===== src/rtl/fetch_exec_sequencer.sv =====
// Fetch/decode/execute control FSM: Moore strobe decode of the state register; en/inc_PC also qualified by run/mem_ready.
// Zero-wait NOP takes 4 cycles F0..F0; wait states stall on mem_ready and fault after MEM_TIMEOUT idle cycles.
module fetch_exec_sequencer #(
  parameter int MEM_TIMEOUT = 8
) (
  input  logic       clk,
  input  logic       reset,
  input  logic       run,
  input  logic       mem_ready,
  input  logic [7:0] ir,
  output logic       PC_in,
  output logic       PC_out,
  output logic       inc_PC,
  output logic       MAR_in,
  output logic       MAR_mramout,
  output logic       data_in,
  output logic       data_out,
  output logic       dram_in,
  output logic       dram_out,
  output logic       IR_in,
  output logic       IR_out,
  output logic       Y_in,
  output logic       en,
  output logic [3:0] state,
  output logic       halted,
  output logic       fault
);

  typedef enum logic [3:0] {
    IDLE  = 4'd0,
    F0    = 4'd1,
    F1    = 4'd2,
    F2    = 4'd3,
    DEC   = 4'd4,
    LD0   = 4'd5,
    LD1   = 4'd6,
    LD2   = 4'd7,
    ST0   = 4'd8,
    ST1   = 4'd9,
    JMP   = 4'd10,
    HALT  = 4'd11,
    FAULT = 4'd12
  } state_e;

  localparam logic [3:0] TIMEOUT = 4'(MEM_TIMEOUT);

  state_e     state_q, state_d;
  logic [3:0] wait_cnt_q, wait_cnt_d;
  logic       halted_q, halted_d;
  logic       fault_q, fault_d;
  logic       timeout;

  // A ready in the limit cycle wins, so timeout is only evaluated with mem_ready low.
  assign timeout = !mem_ready && ((wait_cnt_q + 4'd1) == TIMEOUT);

  always_comb begin
    state_d    = state_q;
    wait_cnt_d = '0;
    case (state_q)
      IDLE: if (run) state_d = F0;
      F0:   state_d = F1;
      F1: begin
        if (mem_ready)    state_d = F2;
        else if (timeout) state_d = FAULT;
        else              wait_cnt_d = wait_cnt_q + 4'd1;
      end
      F2:   state_d = DEC;
      DEC: begin
        case (ir[7:4])
          4'h0:    state_d = F0;
          4'h1:    state_d = LD0;
          4'h2:    state_d = ST0;
          4'h3:    state_d = JMP;
          4'hF:    state_d = HALT;
          default: state_d = FAULT;
        endcase
      end
      LD0:  state_d = LD1;
      LD1: begin
        if (mem_ready)    state_d = LD2;
        else if (timeout) state_d = FAULT;
        else              wait_cnt_d = wait_cnt_q + 4'd1;
      end
      LD2:  state_d = F0;
      ST0:  state_d = ST1;
      ST1: begin
        if (mem_ready)    state_d = F0;
        else if (timeout) state_d = FAULT;
        else              wait_cnt_d = wait_cnt_q + 4'd1;
      end
      JMP:   state_d = F0;
      HALT:  state_d = HALT;
      FAULT: state_d = FAULT;
      default: state_d = FAULT;
    endcase
    halted_d = halted_q | (state_d == HALT);
    fault_d  = fault_q | (state_d == FAULT);
  end

  always_ff @(posedge clk or negedge reset) begin
    if (!reset) begin
      state_q    <= IDLE;
      wait_cnt_q <= '0;
      halted_q   <= 1'b0;
      fault_q    <= 1'b0;
    end else begin
      state_q    <= state_d;
      wait_cnt_q <= wait_cnt_d;
      halted_q   <= halted_d;
      fault_q    <= fault_d;
    end
  end

  always_comb begin
    PC_in       = 1'b0;
    PC_out      = 1'b0;
    inc_PC      = 1'b0;
    MAR_in      = 1'b0;
    MAR_mramout = 1'b0;
    data_in     = 1'b0;
    data_out    = 1'b0;
    dram_in     = 1'b0;
    dram_out    = 1'b0;
    IR_in       = 1'b0;
    IR_out      = 1'b0;
    Y_in        = 1'b0;
    en          = 1'b0;
    case (state_q)
      // en is held low while reset is asserted even though the state already reads IDLE.
      IDLE: en = run & reset;
      F0: begin
        PC_out = 1'b1;
        MAR_in = 1'b1;
      end
      F1: begin
        MAR_mramout = 1'b1;
        dram_out    = 1'b1;
        data_in     = 1'b1;
        inc_PC      = mem_ready;
      end
      F2: begin
        data_out = 1'b1;
        IR_in    = 1'b1;
      end
      LD0, ST0: begin
        IR_out = 1'b1;
        MAR_in = 1'b1;
      end
      LD1: begin
        MAR_mramout = 1'b1;
        dram_out    = 1'b1;
        data_in     = 1'b1;
      end
      LD2: begin
        data_out = 1'b1;
        Y_in     = 1'b1;
      end
      ST1: begin
        MAR_mramout = 1'b1;
        dram_in     = 1'b1;
      end
      JMP: begin
        IR_out = 1'b1;
        PC_in  = 1'b1;
      end
      default: ;
    endcase
  end

  assign state  = state_q;
  assign halted = halted_q;
  assign fault  = fault_q;

endmodule


===== config.mk =====
export PLATFORM = sky130hd
export DESIGN_NAME = fetch_exec_sequencer
export DESIGN_NICKNAME = d
export VERILOG_FILES = /design/src/rtl/fetch_exec_sequencer.sv
export SDC_FILE = /design/constraint.sdc
export NUM_CORES = 1
export LEC_CHECK = 0
export CORE_UTILIZATION = 40
export CTS_CLUSTER_DIAMETER = 60
export CTS_CLUSTER_SIZE = 8
export DETAILED_ROUTE_END_ITERATION = 12
export DONT_BUFFER_PORTS = 1
export HOLD_SLACK_MARGIN = 0.05
export PLACE_DENSITY = 0.61
export REMOVE_ABC_BUFFERS = 1
export SYNTH_ARGS = -nofsm -noshare
export SYNTH_HDL_FRONTEND = slang
export SYNTH_SLANG_ARGS = --single-unit

===== constraint.sdc =====
create_clock -name clk -period 1.35 [get_ports clk]
set_input_delay 0.27 -clock clk [delete_from_list [all_inputs] [get_ports clk]]
set_output_delay 0.27 -clock clk [all_outputs]
set_load 0.02 [all_outputs]

==> results.cfg <==
[outcome]
violations = negative setup slack
status = finished, violations left

[routing]
wire_per_inst_um = 21.1
drt_pass1_iterations = 4
via_per_inst = 6.07
drc = 0
routed-via-count = 916
routed_wl_um = 3180
antenna_left = 0
dr.first_iter.drc_count = 17

[worst_hold_path]
hp-class = in2reg
hold_end = state[3]$_DFF_PN0_
whs_path_depth = 1
worstHoldStart = mem_ready

[sta]
setup_viol = 24
max_freq_mhz = 576
rsz0062_at_grt = true
slew_headroom_pct = 69.6
drv_slew = 0
finalHoldViolations = 0
worst_slew_pin_slew_ps = 454
period_share_pct = 129
fin_crit_ps = 1740
whs_ps = 169
finalClockSkew_ps = 4.18
setup_ws_ps = -386

[synthesis]
async_flop_share_pct = 100
ys_ff_latch = 10
synth_cells = 84
yosysUniqueCellTypes = 46
synthFlopType = dfrtp_1
ys_seq_area_share_pct = 31.0
synth_edf_count = 0
yosysTopAreaCellShare_pct = 31.0
yosys_warnings = 0
avgSynthCellArea_um2 = 9.62
synth_top_cell_by_area = dfrtp_1
syn_area_um2 = 808
synthTopCellsByArea = dfrtp_1 31%, nor2_1 4.2%, o311ai_4 3.3%

[cells_and_area]
drive_gt1_share_pct = 68.3
nets = 140
area_growth_pct = 76.9
n_antenna_cell = 0
final_cell_mix = 23 x buf_6, 17 x buf_4, 8 x dfrtp_1, 6 x nor2_4, 4 x a21oi_2
layout_commonest_cell = buf_6

[place]
dp_hpwl_um = 1440
routabilityCongestion = 0.822
io_buffers = 0
dpl_worst_slack_ps = -152

[floorplan]
die_y_um = 47.0
start_util_pct = 44.9
num_io_pins = 31
dieWidth_um = 47.0
core_mm2 = 0.00180
row_count = 15
dieArea_mm2 = 0.00220

[clock_tree]
numClockSinks = 10
clkSlewWorstSetupHoldPaths_ps = 60
h-tree-depth = 1
numCtsBuffers = 3
clockBufferDepth = 2
cts-root-buf = clkbuf_4
insertion_delay_ps = 260
cts_tree = done

[grt]
gr-total-overflow = 0
grt_max_degree = 11
grt_use_total_pct = 24.0
grt_pass1_wl_um = 3570
grt_pass1_vias = 788
grt_antenna_before_repair = 0

[worst_setup_path]
r2r-end = halted$_DFF_PN0_
crit_chain = and2b_4 > and2b_2 > buf_6 > buf_8
cp_max_fo = 5
cp_slowest_stage_delay_ps = 430
worst_path_max_delay_cell = dfrtp_1
cp-end-kind = output port
reg2reg_depth = 8
cp.arrival_ps = 1470
path_class = reg2out
required_ps = 1080
critPathTopFamily = simple AND/OR/NAND/NOR gates
regToRegSetupSlack_ps = -280
path_buf_inv = 2
worstReg2RegStart = state[1]$_DFF_PN0_
startpoint_type = flip-flop

[pwr]
pwr_density_cell_mw_per_mm2 = 2510
p_leak_nw = 0.618
peakVddDrop_mv = 1.64

[run]
drv_cap = 0
## cell type report
class / count / area (um2)
well taps: 25 / 31.3
clock buffers: 4 / 36.3
multi-input cells: 66 / 667
inverters: 3 / 11.3
repair buffers: 43 / 432
flip-flops and latches: 10 / 253
fillers: 101 / 372
## registers in the layout (all words and copies together), names as in the netlist
name / flops
state: 4
wait_cnt_q: 4
fault: 1
halted: 1
## synthesized netlist by cell type, types with 2 or more instances
library cell and number:
nor2_1 9, inv_1 3, dfrtp_1 10, and3_1 2, nand4_1 2, and2b_2 2
nand2_1 3, xnor2_1 2, o31ai_1 2, o211ai_1 2, nor3_1 3, a21oi_1 5
nand2b_1 3, o22ai_1 2, buf_6 2, and3b_1 2
## where the power goes
group	total [mW]	internal [mW]	switching, mW
logic	2.79	1.38	1.40
registers	0.548	0.395	0.153
clock network	0.260	0.163	0.0962
## how the worst max path moves through the flow
stage	slack, ps	end	from	cells after the start
final	-390	dram_out	state[0]$_DFF_PN0_	4
after global routing	-420	dram_out	state[0]$_DFF_PN0_	4
after CTS	-310	MAR_in	state[2]$_DFF_PN0_	4
after detailed placement	-150	fault$_DFF_PN0_	state[1]$_DFF_PN0_	5
after global placement	-140	fault$_DFF_PN0_	state[1]$_DFF_PN0_	5
after floorplan	-410	MAR_in	state[2]$_DFF_PN0_	3
## worst register-to-register path, cell delays in order, from the launching register on
cell and delay [ps]:
dfrtp_2 460, buf_6 140, buf_6 120, nand2_8 80, buf_6 110, buf_6 90
o22ai_2 60, nand3b_1 210, a31o_1 240
## repair_timing
action | 4_1_cts | 5_1_grt
buffers inserted | 9 | 6
pin swaps | 14 | 11
hold buffers | 1 | 0
setup endpoints to repair | 20 | 24
gates resized for setup | 46 | 20
endpoints found under the hold margin | 10 | 0
## metal layers
| metal | share of wire [%] | global-route usage (%) |
|---|---|---|
| met5 | 0 | 0 |
| met3 | 8.6 | 3.46 |
| met1 | 37 | 28.1 |
| met2 | 51 | 42.2 |
| met4 | 3.6 | 12.6 |
## per-stage QoR
stage	instance area, um2	utilization (%)	power, mW	TNS, ps	cells
floorplan	769	-	1.55	-4380	79
global placement	1030	57.2	2.19	-800	133
detailed placement	1030	57.2	2.21	-947	133
CTS	1300	71.9	3.07	-3670	146
global route	1430	79.4	3.74	-5900	151
finish	1430	79.4	3.59	-5000	151
## cells by family after synthesis
kind of cell             share of synthesized area, %
multiplexers                                     1.39
flip-flops                                       31.0
XOR/XNOR                                         2.17
AO/OA/AOI/OAI                                    26.6
adder cells (fa/ha/maj)                          1.55
buffers and inverters                            6.19
AND/OR/NAND/NOR                                  31.1
(Power assumes the default switching activity.)
